$ cat src/rtl/alu_pkg.sv
// Shared types and constants for the sequential ALU and its iterative mul/div unit.
package alu_pkg;

    typedef enum logic [3:0] {
        OP_ADD = 4'b0000,
        OP_SUB = 4'b0001,
        OP_AND = 4'b0010,
        OP_OR  = 4'b0011,
        OP_XOR = 4'b0100,
        OP_SHL = 4'b0101,
        OP_SHR = 4'b0110,
        OP_SRA = 4'b0111,
        OP_MUL = 4'b1000,
        OP_DIV = 4'b1001
    } alu_op_t;

    localparam int FLAG_N = 3;
    localparam int FLAG_Z = 2;
    localparam int FLAG_V = 1;
    localparam int FLAG_C = 0;

    typedef enum logic [1:0] {
        IDLE = 2'd0,
        BUSY = 2'd1,
        DONE = 2'd2
    } state_t;

endpackage

$ cat src/rtl/alu_muldiv_iter.sv
// One-bit-per-cycle shift-add multiplier / restoring divider sharing one hi/lo register pair.
// done and lo/hi are combinational on the final step so the owner can register them that edge.
module alu_muldiv_iter
    import alu_pkg::*;
#(
    parameter int WIDTH = 4
) (
    input  logic             clk,
    input  logic             rst,
    input  logic             start,
    input  alu_op_t          op,
    input  logic [WIDTH-1:0] a,
    input  logic [WIDTH-1:0] b,
    output logic             done,
    output logic [WIDTH-1:0] lo,
    output logic [WIDTH-1:0] hi
);
    localparam int CW = $clog2(WIDTH);

    // hi = accumulator / remainder, lo = multiplier / quotient
    logic [WIDTH-1:0] hi_q, lo_q, b_q, hi_d, lo_d;
    logic [CW-1:0]    cnt_q;
    logic             busy_q, div_q;
    logic [WIDTH:0]   sum, sh;
    logic [WIDTH-1:0] diff;
    logic             ge;

    always_comb begin
        sum  = '0;
        sh   = '0;
        diff = '0;
        ge   = 1'b0;
        hi_d = hi_q;
        lo_d = lo_q;
        if (div_q) begin
            sh   = {hi_q, lo_q[WIDTH-1]};
            ge   = (sh >= {1'b0, b_q});
            diff = sh[WIDTH-1:0] - b_q;
            hi_d = ge ? diff : sh[WIDTH-1:0];
            lo_d = {lo_q[WIDTH-2:0], ge};
        end else begin
            sum  = {1'b0, hi_q} + (lo_q[0] ? {1'b0, b_q} : '0);
            hi_d = sum[WIDTH:1];
            lo_d = {sum[0], lo_q[WIDTH-1:1]};
        end
    end

    assign done = busy_q && (cnt_q == CW'(WIDTH - 1));
    assign lo   = lo_d;
    assign hi   = hi_d;

    always_ff @(posedge clk) begin
        if (rst) begin
            busy_q <= 1'b0;
            div_q  <= 1'b0;
            cnt_q  <= '0;
            hi_q   <= '0;
            lo_q   <= '0;
            b_q    <= '0;
        end else if (start) begin
            busy_q <= 1'b1;
            div_q  <= (op == OP_DIV);
            cnt_q  <= '0;
            hi_q   <= '0;
            lo_q   <= a;
            b_q    <= b;
        end else if (busy_q) begin
            hi_q  <= hi_d;
            lo_q  <= lo_d;
            cnt_q <= cnt_q + 1'b1;
            if (done) busy_q <= 1'b0;
        end
    end

endmodule

$ cat src/rtl/alu_seq.sv
// Multi-cycle ALU with valid/ready on both sides: single-cycle logic/arith/shift ops,
// iterative unsigned MUL/DIV, NZVC flags; result held in DONE until the consumer takes it.
module alu_seq
    import alu_pkg::*;
#(
    parameter int WIDTH = 4,
    localparam int SHW  = $clog2(WIDTH)
) (
    input  logic             clk,
    input  logic             rst,
    input  logic             in_valid,
    output logic             in_ready,
    input  logic [WIDTH-1:0] src_a,
    input  logic [WIDTH-1:0] src_b,
    input  logic [3:0]       alu_control,
    output logic             out_valid,
    input  logic             out_ready,
    output logic [WIDTH-1:0] result,
    output logic [WIDTH-1:0] result_hi,
    output logic [3:0]       nzvc_flags,
    output logic             div_by_zero
);
    state_t           state_q;
    logic [WIDTH-1:0] result_q, result_hi_q;
    logic [3:0]       flags_q;
    logic             dbz_q, div_q, bz_q;

    alu_op_t          op;
    logic             is_md, start, md_done;
    logic [WIDTH-1:0] md_lo, md_hi;

    logic [WIDTH-1:0] res_d;
    logic [3:0]       flags_d;
    logic             c_d, v_d, ok_d;
    logic [WIDTH:0]   add_t, sub_t, shl_t, shr_t;
    logic signed [WIDTH:0] sra_t;
    logic [SHW-1:0]   amt;

    assign op    = alu_op_t'(alu_control);
    assign is_md = (op == OP_MUL) || (op == OP_DIV);
    assign start = (state_q == IDLE) && in_valid && is_md;
    assign amt   = src_b[SHW-1:0];

    // Shifts run on a one-bit-extended operand so the extra bit is the last bit shifted out.
    always_comb begin
        add_t = {1'b0, src_a} + {1'b0, src_b};
        sub_t = {1'b0, src_a} - {1'b0, src_b};
        shl_t = {1'b0, src_a} << amt;
        shr_t = {src_a, 1'b0} >> amt;
        sra_t = $signed({src_a, 1'b0}) >>> amt;
        res_d = '0;
        c_d   = 1'b0;
        v_d   = 1'b0;
        ok_d  = 1'b1;
        case (op)
            OP_ADD: begin
                res_d = add_t[WIDTH-1:0];
                c_d   = add_t[WIDTH];
                v_d   = (src_a[WIDTH-1] == src_b[WIDTH-1]) && (res_d[WIDTH-1] != src_a[WIDTH-1]);
            end
            OP_SUB: begin
                res_d = sub_t[WIDTH-1:0];
                c_d   = ~sub_t[WIDTH];
                v_d   = (src_a[WIDTH-1] != src_b[WIDTH-1]) && (res_d[WIDTH-1] != src_a[WIDTH-1]);
            end
            OP_AND: res_d = src_a & src_b;
            OP_OR:  res_d = src_a | src_b;
            OP_XOR: res_d = src_a ^ src_b;
            OP_SHL: begin
                res_d = shl_t[WIDTH-1:0];
                c_d   = shl_t[WIDTH];
            end
            OP_SHR: begin
                res_d = shr_t[WIDTH:1];
                c_d   = shr_t[0];
            end
            OP_SRA: begin
                res_d = sra_t[WIDTH:1];
                c_d   = sra_t[0];
            end
            default: ok_d = 1'b0;
        endcase
        flags_d = '0;
        if (ok_d) begin
            flags_d[FLAG_N] = res_d[WIDTH-1];
            flags_d[FLAG_Z] = (res_d == '0);
            flags_d[FLAG_V] = v_d;
            flags_d[FLAG_C] = c_d;
        end
    end

    alu_muldiv_iter #(.WIDTH(WIDTH)) u_muldiv (
        .clk   (clk),
        .rst   (rst),
        .start (start),
        .op    (op),
        .a     (src_a),
        .b     (src_b),
        .done  (md_done),
        .lo    (md_lo),
        .hi    (md_hi)
    );

    always_ff @(posedge clk) begin
        if (rst) begin
            state_q     <= IDLE;
            result_q    <= '0;
            result_hi_q <= '0;
            flags_q     <= '0;
            dbz_q       <= 1'b0;
            div_q       <= 1'b0;
            bz_q        <= 1'b0;
        end else begin
            case (state_q)
                IDLE: if (in_valid) begin
                    if (is_md) begin
                        state_q <= BUSY;
                        div_q   <= (op == OP_DIV);
                        bz_q    <= (src_b == '0);
                    end else begin
                        state_q     <= DONE;
                        result_q    <= res_d;
                        result_hi_q <= '0;
                        flags_q     <= flags_d;
                        dbz_q       <= 1'b0;
                    end
                end
                BUSY: if (md_done) begin
                    state_q             <= DONE;
                    result_q            <= md_lo;
                    result_hi_q         <= md_hi;
                    flags_q[FLAG_N]     <= md_lo[WIDTH-1];
                    flags_q[FLAG_Z]     <= (md_lo == '0);
                    flags_q[FLAG_V]     <= div_q ? bz_q : (md_hi != '0);
                    flags_q[FLAG_C]     <= div_q ? 1'b0 : (md_hi != '0);
                    dbz_q               <= div_q && bz_q;
                end
                DONE: if (out_ready) state_q <= IDLE;
                default: state_q <= IDLE;
            endcase
        end
    end

    assign in_ready    = (state_q == IDLE);
    assign out_valid   = (state_q == DONE);
    assign result      = result_q;
    assign result_hi   = result_hi_q;
    assign nzvc_flags  = flags_q;
    assign div_by_zero = dbz_q;

endmodule

$ cat config.mk
export PLATFORM = sky130hd
export DESIGN_NAME = alu_seq
export DESIGN_NICKNAME = d
export VERILOG_FILES = /design/src/rtl/alu_pkg.sv /design/src/rtl/alu_muldiv_iter.sv /design/src/rtl/alu_seq.sv
export SDC_FILE = /design/constraint.sdc
export NUM_CORES = 1
export LEC_CHECK = 0
export CORE_ASPECT_RATIO = 1.2
export CORE_MARGIN = 8
export CORE_UTILIZATION = 41
export CTS_CLUSTER_DIAMETER = 100
export DETAILED_ROUTE_END_ITERATION = 8
export HOLD_SLACK_MARGIN = 0.15
export PLACE_DENSITY_LB_ADDON = 0.1
export SYNTH_ARGS = -nofsm -noshare
export SYNTH_HDL_FRONTEND = slang
export SYNTH_SLANG_ARGS = --single-unit
$ cat constraint.sdc
create_clock -name clk -period 2.5 [get_ports clk]
set_clock_uncertainty 0.1 [all_clocks]
set_input_delay 0.5 -clock clk [delete_from_list [all_inputs] [get_ports clk]]
set_output_delay 0.5 -clock clk [all_outputs]
set_load 0.02 [all_outputs]
==> results.json <==
{
  "outcome": "finished, final reports clean",
  "worst_r2r_endpoint": "nzvc_flags[1]",
  "p_sw_mw": 0.4100,
  "syn_area_per_cell_um2": 7.765,
  "finalHoldViolCount": 0,
  "fp.coreArea_um2": 6366,
  "gp_congestion": 0.8523,
  "synth_compound_area_share_pct": 26.74,
  "setup_tns_ns": 0,
  "dr.pass1.iters": 4,
  "ff2ff_setup_slack_ns": 0.23,
  "clkPwrFrac_pct": 35.9,
  "fin_area_um2": 3452,
  "grt_start_max_net_pins": 26,
  "grt-ovfl-total": 0,
  "period_share_pct": 96.46,
  "p_sw_share_pct": 28.72,
  "via_count": 2646,
  "fp.dieW_um": 89.69,
  "top_usage_layer": "met2",
  "final_util_pct": 54.23,
  "cts_buffers": 5,
  "syn_inst": 344,
  "whs_endpoint": "bz_q",
  "period_minus_slack_ns": 2.411,
  "setup_violations": 0,
  "final_common_cell": "buf_4",
  "p_int_mw": 1.018,
  "startpoint": "src_a[0]",
  "critical_path_required_ns": 2.63,
  "fmax_mhz": 414.7,
  "total_power_mw": 1.428,
  "finalNetCount": 443,
  "cts_tree": "yes",
  "grt_pass1_vias": 2702,
  "port-buffer-count": 30,
  "syn_nets": 386,
  "grt_setup_unrepaired": "no",
  "antenna_found_initial": 0,
  "synth_area_um2": 2671,
  "pwr-share-comb_pct": 27.4,
  "startpoint_type": "input port",
  "grt_pass1_wl_mm": 12.91,
  "syn_to_final_growth_pct": 29.23,
  "rr_startpoint": "u_muldiv.lo_q[0]",
  "final_cell_mix": "buf_4, nand2_1, a21oi_1",
  "min-delay-start": "bz_q",
  "yosysWarnings": 0,
  "crit_fanout": 3,
  "cp-end-kind": "flop",
  "synth.distinct_cells": 62,
  "hold_path_class": "reg -> reg",
  "maxSlewViolCount": 0,
  "use_met2_pct": 29.56,
  "drive_above_1_share_pct": 18.41,
  "clkSinkCount": 31,
  "synth_edf_count": 0,
  "track_usage_pct": 17.16,
  "postLayoutSetupSlackWorst_ns": 0.08853,
  "pwr-share-seq_pct": 36.7,
  "synthMuxAreaShare_pct": 4.918,
  "synth-simple-area-share_pct": 21.64,
  "ys_seq_elements": 31,
  "pre_cts_slack_ns": -0.5234,
  "drt_iter0_drc": 125,
  "root_buffer": "clkbuf_8",
  "wl_per_cell_um": 15.30,
  "placed_area_um2": 3288,
  "io_pins": 31,
  "drv_cap": 0,
  "num_rows": 32,
  "die_y_um": 104.4,
  "via_per_inst": 5.433,
  "gr-usage-met1_pct": 20.50,
  "criticalPathCategory": "in -> reg",
  "synth_fa_ha_area_share_pct": 13.30,
  "diodes": 0,
  "clk_latency_ns": 0.28,
  "ant_nets": 0,
  "ys_seq_area_share_pct": 23.23,
  "yosys.area_share.xor_xnor_pct": 2.623,
  "detailed_place_hpwl_mm": 5.940,
  "cts_setup_buffers": 0,
  "start_util_pct": 41.96,
  "p_per_area_nw_per_um2": 413.6,
  "synth_top_family_by_area": "compound AO/OA/AOI/OAI gates",
  "htree_levels": 2,
  "die_area_um2": 9365,
  "rr_worst_depth": 9,
  "clk_pin_slew_ns": 0.07,
  "drc": 0,
  "critical_path_arrival_ns": 2.54,
  "worst_pin_slew_ns": 0.6285,
  "total_leakage_power_nw": 1.402,
  "use_met3_pct": 1.897,
  "synthArstFlopShare_pct": 0,
  "postRouteWirelength_mm": 7.450,
  "synth_ff_type": "dfxtp_1",
  "maxSlewHeadroom_pct": 58.04,
  "ir_drop_v": 0.0002911,
  "cts_buffer_depth": 2,
  "hold_depth": 2,
  "fillers": 638
}
cell type report:
| class | instances | area (um^2) | area share (%) |
|---|---|---|---|
| clock inverter | 2 | 35.03 | 1.015 |
| sequential | 31 | 620.6 | 17.98 |
| tap | 85 | 106.4 | 3.081 |
| multi-input combinational | 267 | 1902 | 55.09 |
| clock buffer | 6 | 82.58 | 2.392 |
| inverter | 24 | 90.09 | 2.610 |
| timing repair buffer | 72 | 615.6 | 17.83 |
worst max-delay path by stage:
| stage | to | slack [ns] | depth (start not counted) |
|---|---|---|---|
| after floorplan | nzvc_flags[2] | 0.21 | 9 |
| after global placement | nzvc_flags[2] | -0.46 | 10 |
| after detailed placement | nzvc_flags[2] | -0.52 | 10 |
| after CTS | nzvc_flags[2] | 0.03 | 8 |
| after global routing | nzvc_flags[2] | 0.01 | 9 |
| final | nzvc_flags[2] | 0.09 | 10 |
metal layers:
layer  vias to the layer above  share of wire [%]
li1                       1340                  -
met1                      1239                 42
met2                        52                 52
met3                        15                3.5
met4                         0                2.5
met5                         -                  0
repair_timing:
item / CTS / global route
resized for setup: 5 / 10
endpoints found under the setup margin: 3 / 6
pin swaps: 4 / 6
gates cloned: 0 / 0
hold buffers: 0 / 0
hold endpoints to repair: 0 / 0
cell families after synthesis:
family	after synthesis
AOI/OAI and AO/OA	103
xor gates and xnor gates	8
adders and majority gates	26
buffers and inverters	46
DFF	31
muxes	12
and+or+nand+nor	118
stage by stage:
step / hold WS, ns / instances
global placement: 0.3408 / 479
CTS: 0.3552 / 487
floorplan: 0.3321 / 344
global route: 0.3724 / 487
detailed placement: 0.3444 / 479
finish: 0.3519 / 487
critical path: stages:
cell and delay (ns):
dlygate4sd2_1 0.26, inv_2 0.08, ha_4 0.13, inv_1 0.05, fa_1 0.43, o2111a_1 0.25
a211oi_2 0.24, nand3_1 0.14, nor4b_2 0.29, a22o_1 0.17
power by group through the flow:
stage | Sequential, mW | Clock, mW | Combinational, mW
final | 0.524 | 0.512 | 0.391
after global routing | 0.527 | 0.546 | 0.435
after CTS | 0.524 | 0.526 | 0.390
after detailed placement | 0.535 | 0 | 0.388
after global placement | 0.535 | 0 | 0.387
after floorplan | 0.542 | 0 | 0.224
state kept, by name (all words and copies together), names as in the netlist, 2 cells and up:
name            cells
result_hi           4
state_q             2
u_muldiv.hi_q       4
result              4
u_muldiv.b_q        4
nzvc_flags          3
u_muldiv.lo_q       4
u_muldiv.cnt_q      2
cells in the mapped netlist, drive strengths merged, types with 2 or more instances:
cell    count  area, um^2
or3         2       12.51
nand3b      3       22.52
clkbuf      7       26.28
nand3      12       60.06
a21oi      35       175.2
and2        4       25.02
nor2       27       103.9
a211oi      8       77.57
o31a        2       17.52
nand2      37       138.9
xor2        2       17.52
o21bai      2       15.01
nor2b       6       37.54
a21o        4       30.03
dfxtp      31       620.6
a31oi       4       25.02
o211ai     11       82.58
buf        15       85.09
mux2        3       41.29
xnor2       6       52.55
nand4       5       31.28
fa          4       80.08
a211o       4       35.03
a32oi       2       17.52
nand2b      9       63.81
mux2i       9       90.09
ha         22       275.3
nor3b       3       22.52
inv        24       90.09
nor3        5       25.02
o21ai      15       78.83
Power figures use the tool's default switching activity.
